<file path="src/rtl/home_alert_scheduler_if.sv">
// Alert scheduler bus: sensor/climate/ack inputs toward the scheduler and the
// presented-alert outputs back to the consumer.
interface home_alert_scheduler_if;
   logic [3:0] sensors;
   logic [5:0] temp;
   logic       ack;
   logic       alert_valid;
   logic [2:0] alert_code;
   logic [5:0] pending;
   logic       heater_on;
   logic       cooler_on;
   logic [2:0] display;

   modport master (
      output sensors, temp, ack,
      input  alert_valid, alert_code, pending, heater_on, cooler_on, display
   );

   modport slave (
      input  sensors, temp, ack,
      output alert_valid, alert_code, pending, heater_on, cooler_on, display
   );
endinterface

</file>
<file path="src/rtl/home_alert_scheduler.sv">
// Home alert scheduler: latches sensor/climate events, presents them one at a
// time by fixed priority with dwell timeout, ack and fire preemption.
module home_alert_scheduler #(
   parameter int unsigned DWELL   = 8,
   parameter int unsigned TEMP_LO = 10,
   parameter int unsigned TEMP_HI = 21,
   parameter int unsigned HYST    = 2
) (
   input logic             clk,
   input logic             rst,
   home_alert_scheduler_if.slave bus
);
   localparam logic [0:0] S_IDLE    = 1'b0;
   localparam logic [0:0] S_PRESENT = 1'b1;

   localparam logic [2:0] C_FA = 3'd3;
   localparam logic [7:0] DWELL_LAST = 8'(DWELL - 1);
   localparam logic [6:0] LO_SET = 7'(TEMP_LO);
   localparam logic [6:0] LO_REL = 7'(TEMP_LO + HYST);
   localparam logic [6:0] HI_SET = 7'(TEMP_HI);
   localparam logic [6:0] HI_REL = 7'(TEMP_HI - HYST);

   logic [0:0] state_q, state_d;
   logic [2:0] code_q, code_d;
   logic [7:0] cnt_q, cnt_d;
   logic [5:0] pend_q, pend_d;
   logic [3:0] sens_q;
   logic       heat_q, heat_d;
   logic       cool_q, cool_d;

   logic [3:0] evt;
   logic [5:0] set_vec, clr_vec;
   logic [2:0] pick_code;
   logic [6:0] temp7;

   assign temp7 = {1'b0, bus.temp};
   assign evt   = bus.sensors & ~sens_q;

   // Climate demand with hysteresis; heater demand forces the cooler off.
   always_comb begin
      heat_d = heat_q;
      if (temp7 < LO_SET)        heat_d = 1'b1;
      else if (temp7 >= LO_REL)  heat_d = 1'b0;
      cool_d = cool_q;
      if (temp7 > HI_SET)        cool_d = 1'b1;
      else if (temp7 <= HI_REL)  cool_d = 1'b0;
      if (heat_d) cool_d = 1'b0;
   end

   assign set_vec = {cool_d & ~cool_q, heat_d & ~heat_q, evt};

   // Fire outranks the doors; codes are pending bit index + 1.
   always_comb begin
      pick_code = 3'd0;
      if (pend_q[2])      pick_code = 3'd3;
      else if (pend_q[0]) pick_code = 3'd1;
      else if (pend_q[1]) pick_code = 3'd2;
      else if (pend_q[3]) pick_code = 3'd4;
      else if (pend_q[4]) pick_code = 3'd5;
      else if (pend_q[5]) pick_code = 3'd6;
   end

   always_comb begin
      state_d = state_q;
      code_d  = code_q;
      cnt_d   = cnt_q;
      clr_vec = '0;
      case (state_q)
         S_IDLE: begin
            if (|pend_q) begin
               state_d = S_PRESENT;
               code_d  = pick_code;
               cnt_d   = 8'd0;
            end
         end
         S_PRESENT: begin
            if (bus.ack) begin
               clr_vec = 6'd1 << (code_q - 3'd1);
               state_d = S_IDLE;
               cnt_d   = 8'd0;
            end else if (pend_q[2] && code_q != C_FA) begin
               code_d = C_FA;
               cnt_d  = 8'd0;
            end else if (cnt_q == DWELL_LAST) begin
               state_d = S_IDLE;
               cnt_d   = 8'd0;
            end else begin
               cnt_d = cnt_q + 8'd1;
            end
         end
         default: state_d = S_IDLE;
      endcase
   end

   // A new set on the same edge as the served clear keeps the bit.
   assign pend_d = (pend_q & ~clr_vec) | set_vec;

   always_ff @(posedge clk or posedge rst) begin
      if (rst) begin
         state_q <= S_IDLE;
         code_q  <= 3'd0;
         cnt_q   <= 8'd0;
         pend_q  <= '0;
         sens_q  <= '0;
         heat_q  <= 1'b0;
         cool_q  <= 1'b0;
      end else begin
         state_q <= state_d;
         code_q  <= code_d;
         cnt_q   <= cnt_d;
         pend_q  <= pend_d;
         sens_q  <= bus.sensors;
         heat_q  <= heat_d;
         cool_q  <= cool_d;
      end
   end

   assign bus.alert_valid = (state_q == S_PRESENT);
   assign bus.alert_code  = (state_q == S_PRESENT) ? code_q : 3'd0;
   assign bus.display     = (state_q == S_PRESENT) ? code_q : 3'd0;
   assign bus.pending     = pend_q;
   assign bus.heater_on   = heat_q;
   assign bus.cooler_on   = cool_q;
endmodule

</file>
<file path="src/flat_wrapper.sv">
// flat-port wrapper written by rule: the top's interface ports become plain ports
module home_alert_scheduler_flat 
#(
   parameter int unsigned DWELL   = 8,
   parameter int unsigned TEMP_LO = 10,
   parameter int unsigned TEMP_HI = 21,
   parameter int unsigned HYST    = 2
)
  (clk, rst, bus_sensors, bus_temp, bus_ack, bus_alert_valid, bus_alert_code, bus_pending, bus_heater_on, bus_cooler_on, bus_display);
  home_alert_scheduler_if bus_i ();
  input logic clk;
  input logic rst;
  input wire logic [$bits(bus_i.sensors)-1:0] bus_sensors;
  input wire logic [$bits(bus_i.temp)-1:0] bus_temp;
  input wire logic [$bits(bus_i.ack)-1:0] bus_ack;
  output wire logic [$bits(bus_i.alert_valid)-1:0] bus_alert_valid;
  output wire logic [$bits(bus_i.alert_code)-1:0] bus_alert_code;
  output wire logic [$bits(bus_i.pending)-1:0] bus_pending;
  output wire logic [$bits(bus_i.heater_on)-1:0] bus_heater_on;
  output wire logic [$bits(bus_i.cooler_on)-1:0] bus_cooler_on;
  output wire logic [$bits(bus_i.display)-1:0] bus_display;
  assign bus_i.sensors = bus_sensors;
  assign bus_i.temp = bus_temp;
  assign bus_i.ack = bus_ack;
  assign bus_alert_valid = bus_i.alert_valid;
  assign bus_alert_code = bus_i.alert_code;
  assign bus_pending = bus_i.pending;
  assign bus_heater_on = bus_i.heater_on;
  assign bus_cooler_on = bus_i.cooler_on;
  assign bus_display = bus_i.display;
  home_alert_scheduler #(.DWELL(DWELL), .TEMP_LO(TEMP_LO), .TEMP_HI(TEMP_HI), .HYST(HYST)) u_core (.clk(clk), .rst(rst), .bus(bus_i));
endmodule
</file>
<file path="config.mk">
export PLATFORM = sky130hd
export DESIGN_NAME = home_alert_scheduler_flat
export DESIGN_NICKNAME = d
export VERILOG_FILES = /design/src/rtl/home_alert_scheduler_if.sv /design/src/rtl/home_alert_scheduler.sv /design/src/flat_wrapper.sv
export SDC_FILE = /design/constraint.sdc
export NUM_CORES = 1
export LEC_CHECK = 0
export BUFFER_PORTS_ARGS = -buffer_cell sky130_fd_sc_hd__buf_4
export CORE_UTILIZATION = 52
export DETAILED_ROUTE_END_ITERATION = 7
export HOLD_SLACK_MARGIN = 0.02
export PLACE_DENSITY = 0.81
export SYNTH_ARGS = -nofsm -noshare
export SYNTH_HDL_FRONTEND = slang
export SYNTH_SLANG_ARGS = --single-unit
</file>
<file path="constraint.sdc">
create_clock -name clk -period 2 [get_ports clk]
set_input_delay 0.2 -clock clk [delete_from_list [all_inputs] [get_ports clk]]
set_output_delay 0.2 -clock clk [all_outputs]
set_load 0.005 [all_outputs]
</file>
==> run summary <==
STA
------------------------------------------------------------------------------------------
Tightest Pin Transition .....................................................    0.4412 ns
Total count of max-transition violations in the final report ................            0
Final Setup Violations ......................................................            0
Setup repair after global routing missed its margin .........................        false
Fin crit share ..............................................................       0.8361
Max transition margin .......................................................       0.7036
Setup Total Neg Slack .......................................................         0 ns
Upper clock frequency limit .................................................    598.0 MHz
Final number of hold-violating endpoints ....................................            0
Final Hold Slack ............................................................    0.1529 ns
Minimum period implied by the final worst setup slack .......................     1.672 ns
Clk_skew ....................................................................  0.003712 ns

POWER
------------------------------------------------------------------------------------------
Total power draw ............................................................     994.3 uW
Power Dens Cells ............................................................ 656.2 mW/mm^2
Highest ir drop seen on vdd .................................................  0.0005698 V
Static Leak ................................................................. 0.0007040 uW

PLACE
------------------------------------------------------------------------------------------
Placer Congestion ...........................................................       0.8847
Detailed placer's ending HPWL ...............................................     1.894 mm
Post-Place Cells ............................................................          178
Count of input and output buffers ...........................................           26
Total cell area at the placement stage ...................................... 0.001429 sq mm

YOSYS
------------------------------------------------------------------------------------------
Number of unique standard cell types used by synthesis ......................           36
Syn. warnings ...............................................................            0
Post-synth EDFFs ............................................................            0
Sequential cell area fraction in the yosys report ...........................       0.4928
Post-synthesis instance total ...............................................          127
Register bit total from synthesis ...........................................           24
Fraction of registers with async set or reset after synthesis ...............        1.000
Main synth FF type .......................................................... sky130_fd_sc_hd__dfrtp_1
Average cell area after synthesis ...........................................  9.596 sq um
Summed instance area of the synthesized netlist ............................. 0.001219 sq mm
Net Count, Synth ............................................................          142

CTS
------------------------------------------------------------------------------------------
Setup Fix Bufs, Post-CTS ....................................................            0
CTS sink cnt ................................................................           24
Maximum clock path buffer count .............................................            2
Clock edge transition at the registers on the reported setup and hold paths .      0.12 ns
Clock buffer count from CTS .................................................            3
Clock latency of the later-clocked register in the worst-skew pair ..........      0.30 ns
Cts hold-fix bufs ...........................................................            5
Number of levels the H-tree was split into ..................................            1
Post-cts sizing count .......................................................            0
Clock root buffer master .................................................... sky130_fd_sc_hd__clkbuf_4
CTS tree ....................................................................          yes

DRT
------------------------------------------------------------------------------------------
Residual antenna-violating net count after detailed routing .................            0
Total iterations of the first detailed-routing run ..........................            4
Drt wl/cell ................................................................. 13.42 microns
Via-per-instance ratio ......................................................        5.620
Post-detailed-routing wire length ...........................................     2.509 mm
Detailed router's first-iteration violation count ...........................           18
Via total after detailed routing ............................................        1,051
# DRC .......................................................................            0

LAYOUT
------------------------------------------------------------------------------------------
Most frequent standard cell in the layout excluding fill and tap cells ...... sky130_fd_sc_hd__buf_4
Share of layout cells above drive strength 1 ................................       0.2453
Most used cells in the layout excluding fill and tap cells .................. sky130_fd_sc_hd__buf_4 (28), sky130_fd_sc_hd__dfrtp_1 (24), sky130_fd_sc_hd__o21ai_0 (17)
Final-layout fill cell count ................................................          170
Area Growth Syn to Fin ......................................................       24.33%
Final Instance Area ......................................................... 0.001515 sq mm
Final cell count without fillers ............................................          187
Diode count .................................................................            0
Layout net count ............................................................          175

CRITICAL PATH
------------------------------------------------------------------------------------------
CP Data Required Time .......................................................      2.20 ns
Critical Path Fanout Max ....................................................            8
Reg-to-reg setup timing slack ...............................................      0.33 ns
Critical Setup Path Class ................................................... register to register
Kind of launch point of the worst setup path ................................     register
Type of destination of the critical path ....................................     register
Arrival time at the worst endpoint ..........................................      1.87 ns
End of the worst register-to-register path .................................. u_core.cnt_q[2]
Number of cells on the worst reg-to-reg path ................................            4
Launch point of the worst reg-to-reg path ................................... u_core.bus.pending[4]

GLOBAL ROUTING
------------------------------------------------------------------------------------------
First-pass GRT wire length ..................................................     4.340 mm
Remaining global-route overflow .............................................            0
Number of global-route vias before repair ...................................        1,043
Maximum number of pins on one net before global-route repair ................           25
Overall routing resource usage ..............................................       0.2251
Number of antenna violations at the first check in global routing ...........            0

HOLD PATH
------------------------------------------------------------------------------------------
Worst hold path type ........................................................ input pin to register
Terminating pin of the worst hold path ...................................... u_core.bus.cooler_on
Min-Delay Path Depth ........................................................            2
Hold path startpoint ........................................................  bus_temp[5]

DIE
------------------------------------------------------------------------------------------
Row cnt .....................................................................           17
Area of the core ............................................................ 0.002212 sq mm
Die area .................................................................... 0.002541 sq mm
Die width ................................................................... 50.41 microns
Die Y-Extent ................................................................ 50.41 microns
Initial Util ................................................................       0.5509
Number of placed I/O pins ...................................................           28

FLOW RUN
------------------------------------------------------------------------------------------
Number of violations of the max-capacitance limit ...........................            0

STATUS
------------------------------------------------------------------------------------------
Run status ..................................................................    completed

## Yosys cell counts (all sizes together), types with 3 or more instances
library cell,count,share of area
a22o,4,0.029
and2,6,0.033
buf,5,0.029
dfrtp,24,0.49
inv,11,0.034
nand2,12,0.037
nand2b,4,0.021
nand3,6,0.025
nor2,9,0.028
nor3,3,0.012
o21ai,18,0.077
## metal layers
| metal | vias up | track usage | wire length (microns) |
|---|---|---|---|
| li1 | 513 | - | - |
| met1 | 496 | 0.2906 | 1114 |
| met2 | 40 | 0.3867 | 1253 |
| met3 | 2 | 0.04848 | 130 |
| met4 | 0 | 0.05093 | 10 |
| met5 | - | 0 | 0 |
## worst max-delay path, cell delays in order (launching register included)
cell,delay (ns)
sky130_fd_sc_hd__dfrtp_1,0.44
sky130_fd_sc_hd__nor3_1,0.42
sky130_fd_sc_hd__and2_1,0.38
sky130_fd_sc_hd__o21ai_0,0.14
sky130_fd_sc_hd__a22o_1,0.20
## kinds of logic after synthesis
family,share of synthesized area
AOI/OAI and AO/OA,0.2023
and+or+nand+nor,0.2043
buffers and inverters,0.06263
DFF,0.4928
muxes,0.01745
adders and majority gates,0.02053
## through the flow
step	util	setup slack, ns
after floorplan	-	0.5670
after global placement	0.6459	0.4242
after detailed placement	0.6459	0.3738
after CTS	0.6850	0.3533
after global routing	0.6850	0.2436
final	0.6850	0.3277
## cell type report
cell class / count / area [sq um] / share of cell area
repair buffers: 33 / 260.3 / 0.1718
flip-flops and latches: 24 / 600.6 / 0.3964
multi-input cells: 87 / 541.8 / 0.3576
well taps: 28 / 35.03 / 0.02312
inverters: 11 / 41.29 / 0.02725
clock buffers: 4 / 36.28 / 0.02395
## flip-flops by register name, summed over array words and instances, names as in the netlist
signal and flops:
u_core.cnt_q 8, u_core.bus.pending 6, u_core.bus.alert_valid 1, u_core.code_q 3
u_core.bus.cooler_on 1, u_core.sens_q 4, u_core.bus.heater_on 1
## how the worst max path moves through the flow
stage	cells past startpoint	slack, ns	from	to
6_report	4	0.33	u_core.bus.pending[4]	u_core.cnt_q[2]
5_1_grt	4	0.24	u_core.bus.pending[2]	u_core.cnt_q[2]
4_1_cts	4	0.35	u_core.bus.pending[4]	u_core.cnt_q[2]
3_5_place_dp	4	0.37	u_core.bus.pending[4]	u_core.cnt_q[2]
3_3_place_gp	4	0.42	u_core.bus.pending[3]	u_core.cnt_q[2]
2_1_floorplan	4	0.57	u_core.bus.pending[2]	u_core.code_q[1]
## where the power goes
group          total (uW)  internal [uW]  switching (uW)
clock                 240            111             129
combinational         201            106            95.0
sequential            553            515            38.3
(Power assumes the default switching activity.)
